$ cat config.mk
export PLATFORM = sky130hd
export DESIGN_NAME = period_channel_scheduler
export DESIGN_NICKNAME = d
export VERILOG_FILES = /design/src/rtl/period_channel_scheduler.sv
export SDC_FILE = /design/constraint.sdc
export NUM_CORES = 1
export LEC_CHECK = 0
export CORE_MARGIN = 2
export CORE_UTILIZATION = 54
export DETAILED_ROUTE_END_ITERATION = 7
export GPL_TIMING_DRIVEN = 1
export MAX_ROUTING_LAYER = met4
export PLACE_DENSITY = 0.79
export SLEW_MARGIN = 5
export SYNTH_ARGS = -nofsm -noshare
export SYNTH_HDL_FRONTEND = slang
export SYNTH_SLANG_ARGS = --single-unit
$ cat constraint.sdc
create_clock -name CLK_PARALLEL -period 3 [get_ports CLK_PARALLEL]
set_clock_uncertainty 0.15 [all_clocks]
set_input_delay 0.45 -clock CLK_PARALLEL [delete_from_list [all_inputs] [get_ports CLK_PARALLEL]]
set_output_delay 0.45 -clock CLK_PARALLEL [all_outputs]
set_load 0.02 [all_outputs]
$ cat src/rtl/period_channel_scheduler.sv
// period_channel_scheduler: merges per-channel period measurements into one channel-tagged valid/ready stream
module period_channel_scheduler #(
    parameter int CHANNELS       = 2,
    parameter int PERIOD_BITS    = 16,
    parameter int DISCARD_COUNT  = 2,
    parameter int TIMEOUT_BITS   = 16,
    parameter int TIMEOUT_CYCLES = 65535,
    localparam int CW = (CHANNELS > 1) ? $clog2(CHANNELS) : 1
) (
    input  logic                            CLK_PARALLEL,
    input  logic                            RESET,
    input  logic                            CE,
    output logic [CHANNELS-1:0]             CH_CE,
    input  logic [CHANNELS-1:0]             CH_CHANGE_FLAG,
    input  logic [CHANNELS*PERIOD_BITS-1:0] CH_PERIOD,
    output logic                            OUT_VALID,
    input  logic                            OUT_READY,
    output logic [CW-1:0]                   OUT_CHANNEL,
    output logic [PERIOD_BITS-1:0]          OUT_PERIOD,
    output logic                            OUT_TIMEOUT,
    output logic [CHANNELS-1:0]             OVERRUN,
    input  logic                            OVERRUN_CLEAR
);
    localparam logic [TIMEOUT_BITS-1:0] SIL_MAX   = TIMEOUT_BITS'(TIMEOUT_CYCLES);
    localparam logic [1:0]              DISC_INIT = 2'(DISCARD_COUNT);

    typedef enum logic {EMPTY, FULL} state_t;
    state_t state, state_n;

    logic                    ce_q;
    logic [1:0]              disc     [CHANNELS];
    logic [TIMEOUT_BITS-1:0] sil      [CHANNELS];
    logic [PERIOD_BITS-1:0]  slot_val [CHANNELS];
    logic [CHANNELS-1:0]     slot_to, pend, cap, keep, inc, tmo, wr, gnt;
    logic [CW-1:0]           ptr, sel, idx;
    logic                    any, grant;

    // Round-robin pick of the first pending slot after the last granted one, plus output FSM next state
    always_comb begin
        sel = '0;
        idx = '0;
        any = 1'b0;
        for (int k = CHANNELS; k >= 1; k--) begin
            idx = CW'((int'(ptr) + k) % CHANNELS);
            if (pend[idx]) begin
                sel = idx;
                any = 1'b1;
            end
        end
        grant   = (state == EMPTY) || OUT_READY;
        state_n = grant ? (any ? FULL : EMPTY) : state;
    end

    // Per-channel capture, warm-up discard and silence-timeout decisions
    always_comb begin
        cap  = '0;
        keep = '0;
        inc  = '0;
        tmo  = '0;
        wr   = '0;
        gnt  = '0;
        for (int c = 0; c < CHANNELS; c++) begin
            cap[c]  = CH_CE[c] & CH_CHANGE_FLAG[c];
            keep[c] = cap[c] & (disc[c] == 2'd0);
            inc[c]  = CH_CE[c] & ~CH_CHANGE_FLAG[c] & (disc[c] == 2'd0) & (sil[c] != SIL_MAX);
            tmo[c]  = inc[c] & (sil[c] == SIL_MAX - 1'b1);
            wr[c]   = keep[c] | tmo[c];
            gnt[c]  = grant & any & (sel == CW'(c));
        end
    end

    // Channel state: enables, discard/silence counters, slots and sticky overrun (set beats clear)
    always_ff @(posedge CLK_PARALLEL) begin
        if (RESET) begin
            ce_q    <= 1'b0;
            CH_CE   <= '0;
            pend    <= '0;
            slot_to <= '0;
            OVERRUN <= '0;
            for (int c = 0; c < CHANNELS; c++) begin
                disc[c]     <= DISC_INIT;
                sil[c]      <= '0;
                slot_val[c] <= '0;
            end
        end else begin
            ce_q    <= CE;
            CH_CE   <= {CHANNELS{CE}};
            pend    <= wr | (pend & ~gnt);
            OVERRUN <= (wr & pend & ~gnt) | (OVERRUN & ~{CHANNELS{OVERRUN_CLEAR}});
            for (int c = 0; c < CHANNELS; c++) begin
                if (CE && !ce_q) disc[c] <= DISC_INIT;
                else if (cap[c] && disc[c] != 2'd0) disc[c] <= disc[c] - 2'd1;
                if (cap[c]) sil[c] <= '0;
                else if (inc[c]) sil[c] <= sil[c] + 1'b1;
                if (wr[c]) begin
                    slot_val[c] <= keep[c] ? CH_PERIOD[c*PERIOD_BITS +: PERIOD_BITS] : '0;
                    slot_to[c]  <= ~keep[c];
                end
            end
        end
    end

    // Output FSM state register
    always_ff @(posedge CLK_PARALLEL) begin
        state <= RESET ? EMPTY : state_n;
    end

    // Output word register and round-robin pointer, loaded on every grant that finds a pending slot
    always_ff @(posedge CLK_PARALLEL) begin
        if (RESET) begin
            OUT_CHANNEL <= '0;
            OUT_PERIOD  <= '0;
            OUT_TIMEOUT <= 1'b0;
            ptr         <= '0;
        end else if (grant && any) begin
            OUT_CHANNEL <= sel;
            OUT_PERIOD  <= slot_val[sel];
            OUT_TIMEOUT <= slot_to[sel];
            ptr         <= sel;
        end
    end

    assign OUT_VALID = (state == FULL);
endmodule
==> results.json <==
{
  "route.top_layer_used": "met4",
  "finalHoldViolCount": 0,
  "synth.lib_cells_used.distinct": 44,
  "asyncSetResetFlopFracSynth_pct": 0,
  "critical_path.reg2reg.startpoint": "sil[0][4]",
  "floorplan.initialDensity_pct": 55.2,
  "die_height_um": 92.4,
  "setup.worst_path.class": "reg -> reg",
  "hold_depth": 2,
  "setup_viol_count_final": 0,
  "synth_edf_count": 68,
  "crit_end": "slot_val[0][8]",
  "ctsRootBufferMaster": "clkbuf_8",
  "syn_area_per_cell_um2": 11.5,
  "worst-endpoint-arrival_ps": 2270,
  "setup_total_negative_slack_ps": 0,
  "cts_htree_levels": 3,
  "report.final.slew_viol_count": 0,
  "max-clock-path-buffers": 2,
  "worstSetupStartpointType": "flop",
  "reg2reg_slack_ps": 570,
  "path_cells": "nand3_4 -> nor4_4 -> a31oi_1 -> or2b_1",
  "cp.buffers_inverters": 0,
  "final.fill_count": 588,
  "floorplan.io_pins": 62,
  "grt_start_max_net_pins": 21,
  "multi_input_comb_area_um2": 1540,
  "num-nets-final": 474,
  "postCtsSetupBuffers": 0,
  "gp_congestion": 0.810,
  "flow.area_growth_from_synthesis_pct": 21.1,
  "floorplan.core_area_um2": 7650,
  "synth-main-ff-cell": "edfxtp_1",
  "area.sequential_um2": 2560,
  "clock_sink_count": 94,
  "timing.critical_path.depth": 4,
  "end_kind": "flop",
  "numPlacedInstances": 520,
  "yosysSeqAreaShare_pct": 60.7,
  "synth.net_count": 411,
  "dieArea_um2": 8540,
  "routedWlPerCell_um": 15.7,
  "peakVddDrop_v": 0.000264,
  "drt_drc_violations_left": 1,
  "max_clock_freq_mhz": 412,
  "timing.critical_path.required_ps": 2850,
  "cpPeakStageDelay_ps": 670,
  "crit_start": "sil[0][4]",
  "cellLeakagePower_nw": 1.76,
  "timing_worst_slew_pin_value_ps": 856,
  "antenna_found_initial": 0,
  "number_of_cell_rows": 32,
  "cts-resized-gates": 0,
  "dr.first_iter.drc_count": 247,
  "period_minus_slack_ps": 2430,
  "critPathTopFamily": "simple AND/OR/NAND/NOR gates",
  "dpl_cell_area_um2": 4930,
  "groute.usage.overall_pct": 21.4,
  "timing.max_slew.rel_slack_pct": 42.8,
  "outcome": "finished, violations left",
  "timing.reg2reg.worst_path_depth": 4,
  "via_count": 2967,
  "wl_met3_um": 526,
  "grt_setup_unrepaired": "no",
  "synth-warning-count": 0,
  "p_total_mw": 2.40,
  "met2RoutedLength_mm": 4.12,
  "finish.instance_area_um2": 5110,
  "vias_in_the_first_global_route": 2941,
  "fp.dieW_um": 92.4,
  "final_antenna_violating_net_count": 0,
  "drt_pass1_iterations": 8,
  "hp-class": "reg -> reg",
  "placed_wire_length_estimate_after_detailed_placement_mm": 5.80,
  "cts.hold.buffers_added": 0,
  "clock_insertion_delay_at_the_later_pin_of_the_skew_report_ps": 360,
  "antenna_cells_inserted": 0,
  "cellPowerDensity_nw_per_um2": 470,
  "wl_met1_mm": 3.63,
  "failed_checks": "design-rule violations",
  "tritoncts_clock_tree": "yes",
  "layout_worst_path_cycle_share_pct": 80.9,
  "port_buffers": 61,
  "postSynthRegisterBits": 94,
  "crit_slowest_cell": "or2b_1",
  "finalNonFillerCells": 536,
  "numCtsBuffers": 9,
  "drt-vias-per-instance": 5.54,
  "global_route.overflow_total": 0,
  "critical_path.reg2reg.endpoint": "slot_val[0][8]",
  "max_cap_violations": 0,
  "synthesis.instances": 366,
  "grt_pass1_wl_mm": 13.8,
  "clock_pin_slew_on_the_worst_setup_and_hold_paths_ps": 110,
  "routed_wirelength_mm": 8.44,
  "post_route_cells_drive_above_1_share_pct": 7.14,
  "synth_area_um2": 4220,
  "maximum_net_fanout_on_the_critical_path": 16
}
## final cells by class
cell class | count | share of cell area [%]
Timing Repair Buffer | 66 | 12.7
Clock inverter | 7 | 1.20
Sequential cell | 94 | 50.1
Clock buffer | 9 | 2.42
Multi-Input combinational cell | 244 | 30.1
Inverter | 14 | 1.03
Tap cell | 102 | 2.50
## per-stage QoR
stage	hold slack, ps	setup slack [ps]	utilization [%]
final	342	574	66.9
after global routing	370	357	66.9
after CTS	347	572	66.9
after detailed placement	327	486	64.4
after global placement	315	505	64.4
after floorplan	311	360	-
## Yosys cell counts (2+ instances only)
cell type / count / share of area (%)
clkbuf_1: 7 / 0.62
xnor2_1: 21 / 4.4
nor2_1: 57 / 5.1
buf_1: 2 / 0.18
ha_1: 6 / 1.8
a31oi_1: 2 / 0.30
dfxtp_1: 26 / 12
a21oi_1: 13 / 1.5
nor4_1: 11 / 1.6
nand2_1: 20 / 1.8
nor3_1: 11 / 1.3
nand4_1: 6 / 0.89
or2_1: 2 / 0.30
and2_1: 33 / 4.9
nor2b_1: 3 / 0.44
buf_2: 2 / 0.24
buf_4: 2 / 0.36
and3_1: 4 / 0.59
nand3_1: 8 / 0.95
nand3_2: 2 / 0.47
edfxtp_1: 68 / 48
o21ai_0: 5 / 0.59
a31o_2: 2 / 0.41
inv_1: 14 / 1.2
a222oi_1: 17 / 4.0
xor2_1: 4 / 0.83
## how the worst min path moves through the flow
stage	to	from
detailed placement	OUT_PERIOD[6]	slot_val[0][6]
floorplan	OUT_PERIOD[0]	slot_val[0][0]
global route	OUT_PERIOD[6]	slot_val[0][6]
CTS	OUT_PERIOD[2]	slot_val[0][2]
finish	OUT_PERIOD[2]	slot_val[0][2]
global placement	OUT_PERIOD[3]	slot_val[0][3]
## sequential cells by signal (all words and copies together) (netlist names)
| name | cells |
|---|---|
| sil | 32 |
| OUT_TIMEOUT | 1 |
| OVERRUN | 2 |
| slot_to | 2 |
| pend | 2 |
| OUT_PERIOD | 16 |
| ce_q | 1 |
| slot_val | 32 |
| OUT_VALID | 1 |
| disc | 4 |
| ptr | 1 |
## report_power, final
group	switching, mW	internal (mW)	leakage (nW)
combinational	0.0640	0.0733	0.749
sequential	0.0323	1.43	0.915
clock	0.484	0.319	0.0940
## metal layers
| layer | GRT usage, % | up-vias |
|---|---|---|
| li1 | - | 1460 |
| met1 | 27.2 | 1404 |
| met2 | 34.1 | 87 |
| met3 | 4.48 | 16 |
| met4 | 7.96 | 0 |
| met5 | - | - |
## cell families after synthesis
group,synth area share (%)
DFF,60.7
xor gates and xnor gates,5.19
AOI/OAI and AO/OA,8.47
adders and majority gates,1.78
buffers and inverters,2.90
and+or+nand+nor,21.0
## worst reg2reg max path, delay by kind of cell (launching register included)
family / cells / cell delay [ps]
DFF: 1 / 450
and+or+nand+nor: 3 / 1230
AOI/OAI and AO/OA: 1 / 220
## placed cells by master (no fill, tap or decap), types with 2 or more instances in the layout
cell | Yosys | final
a21oi_1 | 13 | 13
a222oi_1 | 17 | 17
a31o_2 | 2 | 2
a31oi_1 | 2 | 2
and2_1 | 33 | 33
and3_1 | 4 | 4
buf_4 | 2 | 5
clkbuf_8 | 0 | 9
clkdlybuf4s50_1 | 0 | 61
dfxtp_1 | 26 | 26
edfxtp_1 | 68 | 68
ha_1 | 6 | 6
inv_1 | 14 | 14
inv_6 | 0 | 2
inv_8 | 0 | 2
nand2_1 | 20 | 20
nand3_1 | 8 | 8
nand3_2 | 2 | 2
nand4_1 | 6 | 6
nor2_1 | 57 | 57
nor2b_1 | 3 | 3
nor3_1 | 11 | 11
nor4_1 | 11 | 11
o21ai_0 | 5 | 4
o21ai_1 | 1 | 2
or2_1 | 2 | 2
xnor2_1 | 21 | 21
xor2_1 | 4 | 4
Note: power is estimated with default switching activity, not from simulation.
